File: src/rtl/custom_instr_pkg.sv
// Shared definitions for the custom-instruction X-interface: offloaded opcode,
// issue FSM states and the registered request/response records.
package custom_instr_pkg;

    localparam logic [6:0] OPCODE_CNTB = 7'b0001011;

    // Storage width for the transaction id; the top uses the low ID_WIDTH bits.
    localparam int unsigned XIF_ID_MAX_W = 8;

    typedef enum logic [1:0] {
        StIdle,
        StIssue,
        StResp
    } xif_state_e;

    typedef struct packed {
        logic [XIF_ID_MAX_W-1:0] id;
        logic [31:0]             instr;
        logic [31:0]             rs0;
        logic [31:0]             rs1;
    } xif_req_t;

    typedef struct packed {
        logic        accept;
        logic        writeback;
        logic [4:0]  rd;
        logic [31:0] result;
    } xif_resp_t;

    // Writes to x0 are dropped: an accepted instruction targeting rd=0 has no visible effect.
    function automatic logic rf_write_en(xif_resp_t r);
        return r.accept && r.writeback && (r.rd != 5'd0);
    endfunction

endpackage

File: src/rtl/xif_issue_timer.sv
// Issue watchdog: loaded with TIMEOUT-1 when an offload starts, counts down while enabled,
// and flags expiry in the cycle it reaches zero. TIMEOUT=0 removes the watchdog entirely.
module xif_issue_timer #(
    parameter int unsigned TIMEOUT = 64
) (
    input  logic clk_i,
    input  logic rst_i,
    input  logic load_i,
    input  logic en_i,
    output logic expire_o
);

    generate
        if (TIMEOUT == 0) begin : g_off
            logic unused_inputs;
            assign unused_inputs = ^{clk_i, rst_i, load_i, en_i};
            assign expire_o      = 1'b0;
        end else begin : g_on
            localparam int unsigned CntW = (TIMEOUT > 1) ? $clog2(TIMEOUT) : 1;
            localparam logic [CntW-1:0] LoadVal = CntW'(TIMEOUT - 1);

            logic [CntW-1:0] cnt_q;

            always_ff @(posedge clk_i or posedge rst_i) begin
                if (rst_i) begin
                    cnt_q <= '0;
                end else if (load_i) begin
                    cnt_q <= LoadVal;
                end else if (en_i && (cnt_q != '0)) begin
                    cnt_q <= cnt_q - CntW'(1);
                end
            end

            assign expire_o = en_i && (cnt_q == '0);
        end
    endgenerate

endmodule

File: src/rtl/xif_issue_initiator.sv
// Core-side X-interface issue initiator: offloads custom-opcode instructions to a
// coprocessor, stalls EX while outstanding, and turns the response into an rf write or a trap pulse.
module xif_issue_initiator
    import custom_instr_pkg::*;
#(
    parameter logic [6:0]  OPCODE   = OPCODE_CNTB,
    parameter int unsigned TIMEOUT  = 64,
    parameter int unsigned ID_WIDTH = 4
) (
    input  logic                clk_i,
    input  logic                rst_i,
    input  logic                instr_valid_i,
    input  logic [31:0]         instr_i,
    input  logic [31:0]         rs0_i,
    input  logic [31:0]         rs1_i,
    output logic                instr_ready_o,
    input  logic                kill_i,
    output logic                issue_valid_o,
    output logic [31:0]         issue_instr_o,
    output logic [31:0]         issue_rs0_o,
    output logic [31:0]         issue_rs1_o,
    output logic [ID_WIDTH-1:0] issue_id_o,
    input  logic                issue_ready_i,
    input  logic                issue_accept_i,
    input  logic                issue_writeback_i,
    input  logic [31:0]         result_i,
    input  logic [4:0]          result_rd_i,
    output logic                rf_we_o,
    output logic [4:0]          rf_waddr_o,
    output logic [31:0]         rf_wdata_o,
    output logic                illegal_o,
    output logic                timeout_o
);

    localparam logic [XIF_ID_MAX_W-1:0] IdMask = XIF_ID_MAX_W'((1 << ID_WIDTH) - 1);

    xif_state_e state_q;
    xif_req_t   req_q;
    xif_resp_t  resp_q;
    logic       issue_valid_q;
    logic       timeout_q;

    logic capture;
    logic expire;
    logic in_resp;
    logic rf_we;

    assign capture = (state_q == StIdle) && instr_valid_i && (instr_i[6:0] == OPCODE) && !kill_i;

    xif_issue_timer #(
        .TIMEOUT (TIMEOUT)
    ) u_timer (
        .clk_i    (clk_i),
        .rst_i    (rst_i),
        .load_i   (capture),
        .en_i     (state_q == StIssue),
        .expire_o (expire)
    );

    always_ff @(posedge clk_i or posedge rst_i) begin
        if (rst_i) begin
            state_q       <= StIdle;
            req_q         <= '0;
            resp_q        <= '0;
            issue_valid_q <= 1'b0;
            timeout_q     <= 1'b0;
        end else begin
            timeout_q <= 1'b0;
            unique case (state_q)
                StIdle: begin
                    if (capture) begin
                        req_q.instr   <= instr_i;
                        req_q.rs0     <= rs0_i;
                        req_q.rs1     <= rs1_i;
                        issue_valid_q <= 1'b1;
                        state_q       <= StIssue;
                    end
                end
                StIssue: begin
                    // Priority: flush, then handshake, then watchdog.
                    if (kill_i) begin
                        issue_valid_q <= 1'b0;
                        state_q       <= StIdle;
                    end else if (issue_ready_i) begin
                        resp_q.accept    <= issue_accept_i;
                        resp_q.writeback <= issue_writeback_i;
                        resp_q.rd        <= result_rd_i;
                        resp_q.result    <= result_i;
                        issue_valid_q    <= 1'b0;
                        state_q          <= StResp;
                    end else if (expire) begin
                        issue_valid_q <= 1'b0;
                        timeout_q     <= 1'b1;
                        state_q       <= StIdle;
                    end
                end
                StResp: begin
                    req_q.id <= (req_q.id + XIF_ID_MAX_W'(1)) & IdMask;
                    state_q  <= StIdle;
                end
                default: begin
                    issue_valid_q <= 1'b0;
                    state_q       <= StIdle;
                end
            endcase
        end
    end

    assign in_resp = (state_q == StResp) && !kill_i;
    assign rf_we   = in_resp && rf_write_en(resp_q);

    assign instr_ready_o = (state_q == StIdle);
    assign issue_valid_o = issue_valid_q;
    assign issue_instr_o = req_q.instr;
    assign issue_rs0_o   = req_q.rs0;
    assign issue_rs1_o   = req_q.rs1;
    assign issue_id_o    = req_q.id[ID_WIDTH-1:0];
    assign rf_we_o       = rf_we;
    assign rf_waddr_o    = rf_we ? resp_q.rd : 5'd0;
    assign rf_wdata_o    = rf_we ? resp_q.result : 32'd0;
    assign illegal_o     = in_resp && !resp_q.accept;
    assign timeout_o     = timeout_q;

endmodule
File: config.mk
export PLATFORM = sky130hd
export DESIGN_NAME = xif_issue_initiator
export DESIGN_NICKNAME = d
export VERILOG_FILES = /design/src/rtl/custom_instr_pkg.sv /design/src/rtl/xif_issue_timer.sv /design/src/rtl/xif_issue_initiator.sv
export SDC_FILE = /design/constraint.sdc
export NUM_CORES = 1
export LEC_CHECK = 0
export CAP_MARGIN = 20
export CORE_ASPECT_RATIO = 0.5
export CORE_MARGIN = 2
export CORE_UTILIZATION = 42
export CTS_BUF_LIST = sky130_fd_sc_hd__clkbuf_16
export DETAILED_ROUTE_END_ITERATION = 16
export PLACE_DENSITY = 0.79
export RECOVER_POWER = 100
export SLEW_MARGIN = 15
export SYNTH_ARGS = -nofsm -noshare
export SYNTH_HDL_FRONTEND = slang
export SYNTH_HIERARCHICAL = 1
export SYNTH_SLANG_ARGS = --single-unit
File: constraint.sdc
create_clock -name clk_i -period 6.3 [get_ports clk_i]
set_input_delay 1.89 -clock clk_i [delete_from_list [all_inputs] [get_ports clk_i]]
set_output_delay 1.89 -clock clk_i [all_outputs]
set_load 0.01 [all_outputs]
==> results.json <==
{
  "grt_overflow": 0,
  "grt_pass1_wl_um": 23300,
  "crit_path_max_fanout": 26,
  "r2r-start": "state_q[1]",
  "drt_wl_total_um": 15600,
  "crit_start": "kill_i",
  "fmax_mhz": 163,
  "htree_levels": 4,
  "cts_resized": 0,
  "groute.layer.met1.usage": 0.222,
  "violations": "max-capacitance violations, max-slew violations",
  "num-nets-final": 837,
  "cts_made_buffers": 17,
  "critPathLaunchType": "primary input",
  "min_from": "issue_instr_o[3]",
  "synth_seq_cells": 149,
  "hold_viol_final": 0,
  "grt.busiest_layer": "met2",
  "wl_per_cell_um": 17.2,
  "drive_above_1_share": 0.195,
  "syn-mean-instance-area_sq_um": 15.1,
  "yosysTopAreaCell": "dfrtp_1",
  "rsz0062_at_grt": "false",
  "tns_ns": 0,
  "synth.area.top_cells": "dfrtp_1 (61%), mux2_2 (18%), mux2_4 (7.3%)",
  "finalSetupViolations": 0,
  "grt_use_total": 0.192,
  "portBuffers": 281,
  "slew_viol_final": 215,
  "clkTransAtPathRegs_ns": 0.06,
  "route.detailed.drc": 0,
  "dieArea_sq_um": 15700,
  "p_comb_frac": 0.107,
  "seqPwrFrac": 0.457,
  "vdd_drop_max_v": 0.000181,
  "p_total_mw": 2.24,
  "antenna_found_initial": 0,
  "clock_power_share": 0.436,
  "grt_pass1_vias": 4485,
  "final_antenna_net_count": 0,
  "vias": 4319,
  "yosysSeqAreaShare": 0.606,
  "clock_latency_ns": 0.41,
  "io_pins": 282,
  "drt-vias-per-instance": 4.77,
  "met3_usage": 0.0438,
  "synth-edff-count": 0,
  "rows": 31,
  "syn_nets": 552,
  "critPathMaxStageDelay_ns": 0.60,
  "start_util": 0.428,
  "p_sw_mw": 0.537,
  "cts_root_buffer": "clkbuf_16",
  "syn_inst": 409,
  "coreArea_sq_um": 14400,
  "intPower_mw": 1.70,
  "grt.met2_usage": 0.347,
  "status": "finished, violations left",
  "critPathBufInv": 3,
  "grt_max_degree": 120,
  "end_kind": "primary output",
  "slew_headroom": -0.681,
  "die_x_um": 175,
  "cts_sinks": 149,
  "crit_arrival_ns": 4.23,
  "gp_congestion": 0.776,
  "min_period_over_period": 0.972,
  "worstMarginPinSlew_ns": 2.52,
  "drt-initial-drc-count": 137,
  "slowest_stage": "dlygate4sd3_1",
  "yosysTopAreaCellShare": 0.606,
  "min_period_ns": 6.12,
  "critPathKind": "primary input to primary output",
  "diodes": 0,
  "clockBufferDepth": 2,
  "syn_to_final_growth_pct": 55.9,
  "yosys_warnings": 6,
  "final_common_cell": "clkdlybuf4s50_1",
  "final_cell_mix": "clkdlybuf4s50_1 (150), dfrtp_1 (149), dlygate4sd3_1 (131), mux2_2 (96), and2_1 (37)",
  "cts_hold_buf": 0,
  "skew_ns": 0.0138,
  "drv_cap": 3,
  "p_leak_nw": 4.88,
  "crit_path_cell_trace": "clkdlybuf4s50_1 -> or3b_2 -> a211oi_2 -> buf_4 -> and2_1 -> dlygate4sd3_1",
  "syn_area_sq_um": 6160,
  "async_flop_share": 1.00,
  "cp.required_ns": 4.41,
  "post_cts_buffers": 0,
  "power_density_nw_per_um2": 233,
  "switching_share": 0.240,
  "dp_hpwl_um": 11300,
  "cp_top_family": "buffers and inverters",
  "chipHeight_um": 89.6,
  "tritoncts": "yes",
  "ys_types": 44,
  "hold_class": "flop to flop",
  "synth_ff_type": "dfrtp_1",
  "first_pass_iters": 4
}
[final cells by class]
type	count	area [sq um]
Fill cell	1080	4790
Multi-Input combinational cell	234	2190
Inverter	5	22.5
Timing Repair Buffer	287	2840
Sequential cell	149	3730
Clock inverter	15	144
Clock buffer	17	425
Tap cell	198	248
[sequential cells by signal, indices dropped and copies added, names as in the netlist]
name and flops:
resp_q 39, timeout_o 1, issue_valid_o 1, u_timer/g_on.cnt_q 6, state_q 2, issue_rs0_o 32
issue_instr_o 32, issue_id_o 4, issue_rs1_o 32
[power groups by stage]
stage / Sequential [mW] / Clock (mW) / Combinational [mW]
2_1_floorplan: 1.05 / 0 / 0.0801
3_3_place_gp: 1.04 / 0 / 0.257
3_5_place_dp: 1.04 / 0 / 0.264
4_1_cts: 1.02 / 1.00 / 0.266
5_1_grt: 1.03 / 1.05 / 0.259
6_report: 1.02 / 0.976 / 0.240
[Yosys cell counts (all sizes together), types with 2 or more instances]
cell    number
nor3         5
nor2         6
a211oi       2
or3          2
xnor2        2
nand2b       6
dfrtp      149
and2        41
nor2b        4
a211o        2
nand3        3
buf         15
mux2       128
nand2        5
nor4         2
inv          5
clkbuf       6
ha           3
nor4b        3
nor4bb       2
[per-layer routing]
layer,vias to the layer above,part of all wire
met1,2167,0.39
met3,36,0.041
met5,-,0
met2,111,0.54
li1,2005,-
met4,0,0.036
[worst register-to-register path: stages (launching register included)]
cell      delay (ns)
dfrtp_1         0.50
nand4b_1        0.16
or3_1           1.53
clkbuf_2        1.12
mux2_2          0.46
[worst paths after layout]
kind / slack, ns / depth (start not counted) / end
min in group asynchronous: 1.90 / 2 / u_timer/g_on.cnt_q[5]
setup reg to reg: 2.42 / 4 / issue_instr_o[29]
setup / recovery: 0.18 / 6 / rf_wdata_o[4]
hold reg to reg: 0.46 / 1 / issue_instr_o[3]
hold / removal: 0.46 / 1 / issue_instr_o[3]
max in group asynchronous: 1.43 / 3 / resp_q[6]
[stage by stage]
| stage | hold WS (ns) | utilization | instances | setup WS [ns] | instance area (sq um) |
|---|---|---|---|---|---|
| floorplan | 0.472 | - | 409 | 0.572 | 6160 |
| global placement | 0.449 | 0.637 | 873 | 0.325 | 9170 |
| detailed placement | 0.451 | 0.637 | 873 | 0.251 | 9170 |
| CTS | 0.470 | 0.677 | 905 | 0.236 | 9740 |
| global route | 0.480 | 0.667 | 905 | 0.0778 | 9600 |
| finish | 0.460 | 0.667 | 905 | 0.176 | 9600 |
[cell families after synthesis]
group,Yosys count,share of synthesized area
adder cells (fa/ha/maj),3,0.00610
XOR/XNOR,3,0.00427
buffers and inverters,26,0.0228
AND/OR/NAND/NOR,88,0.0925
AO/OA/AOI/OAI,12,0.0165
flip-flops,149,0.606
multiplexers,128,0.252
Note: power is estimated with default switching activity, not from simulation.
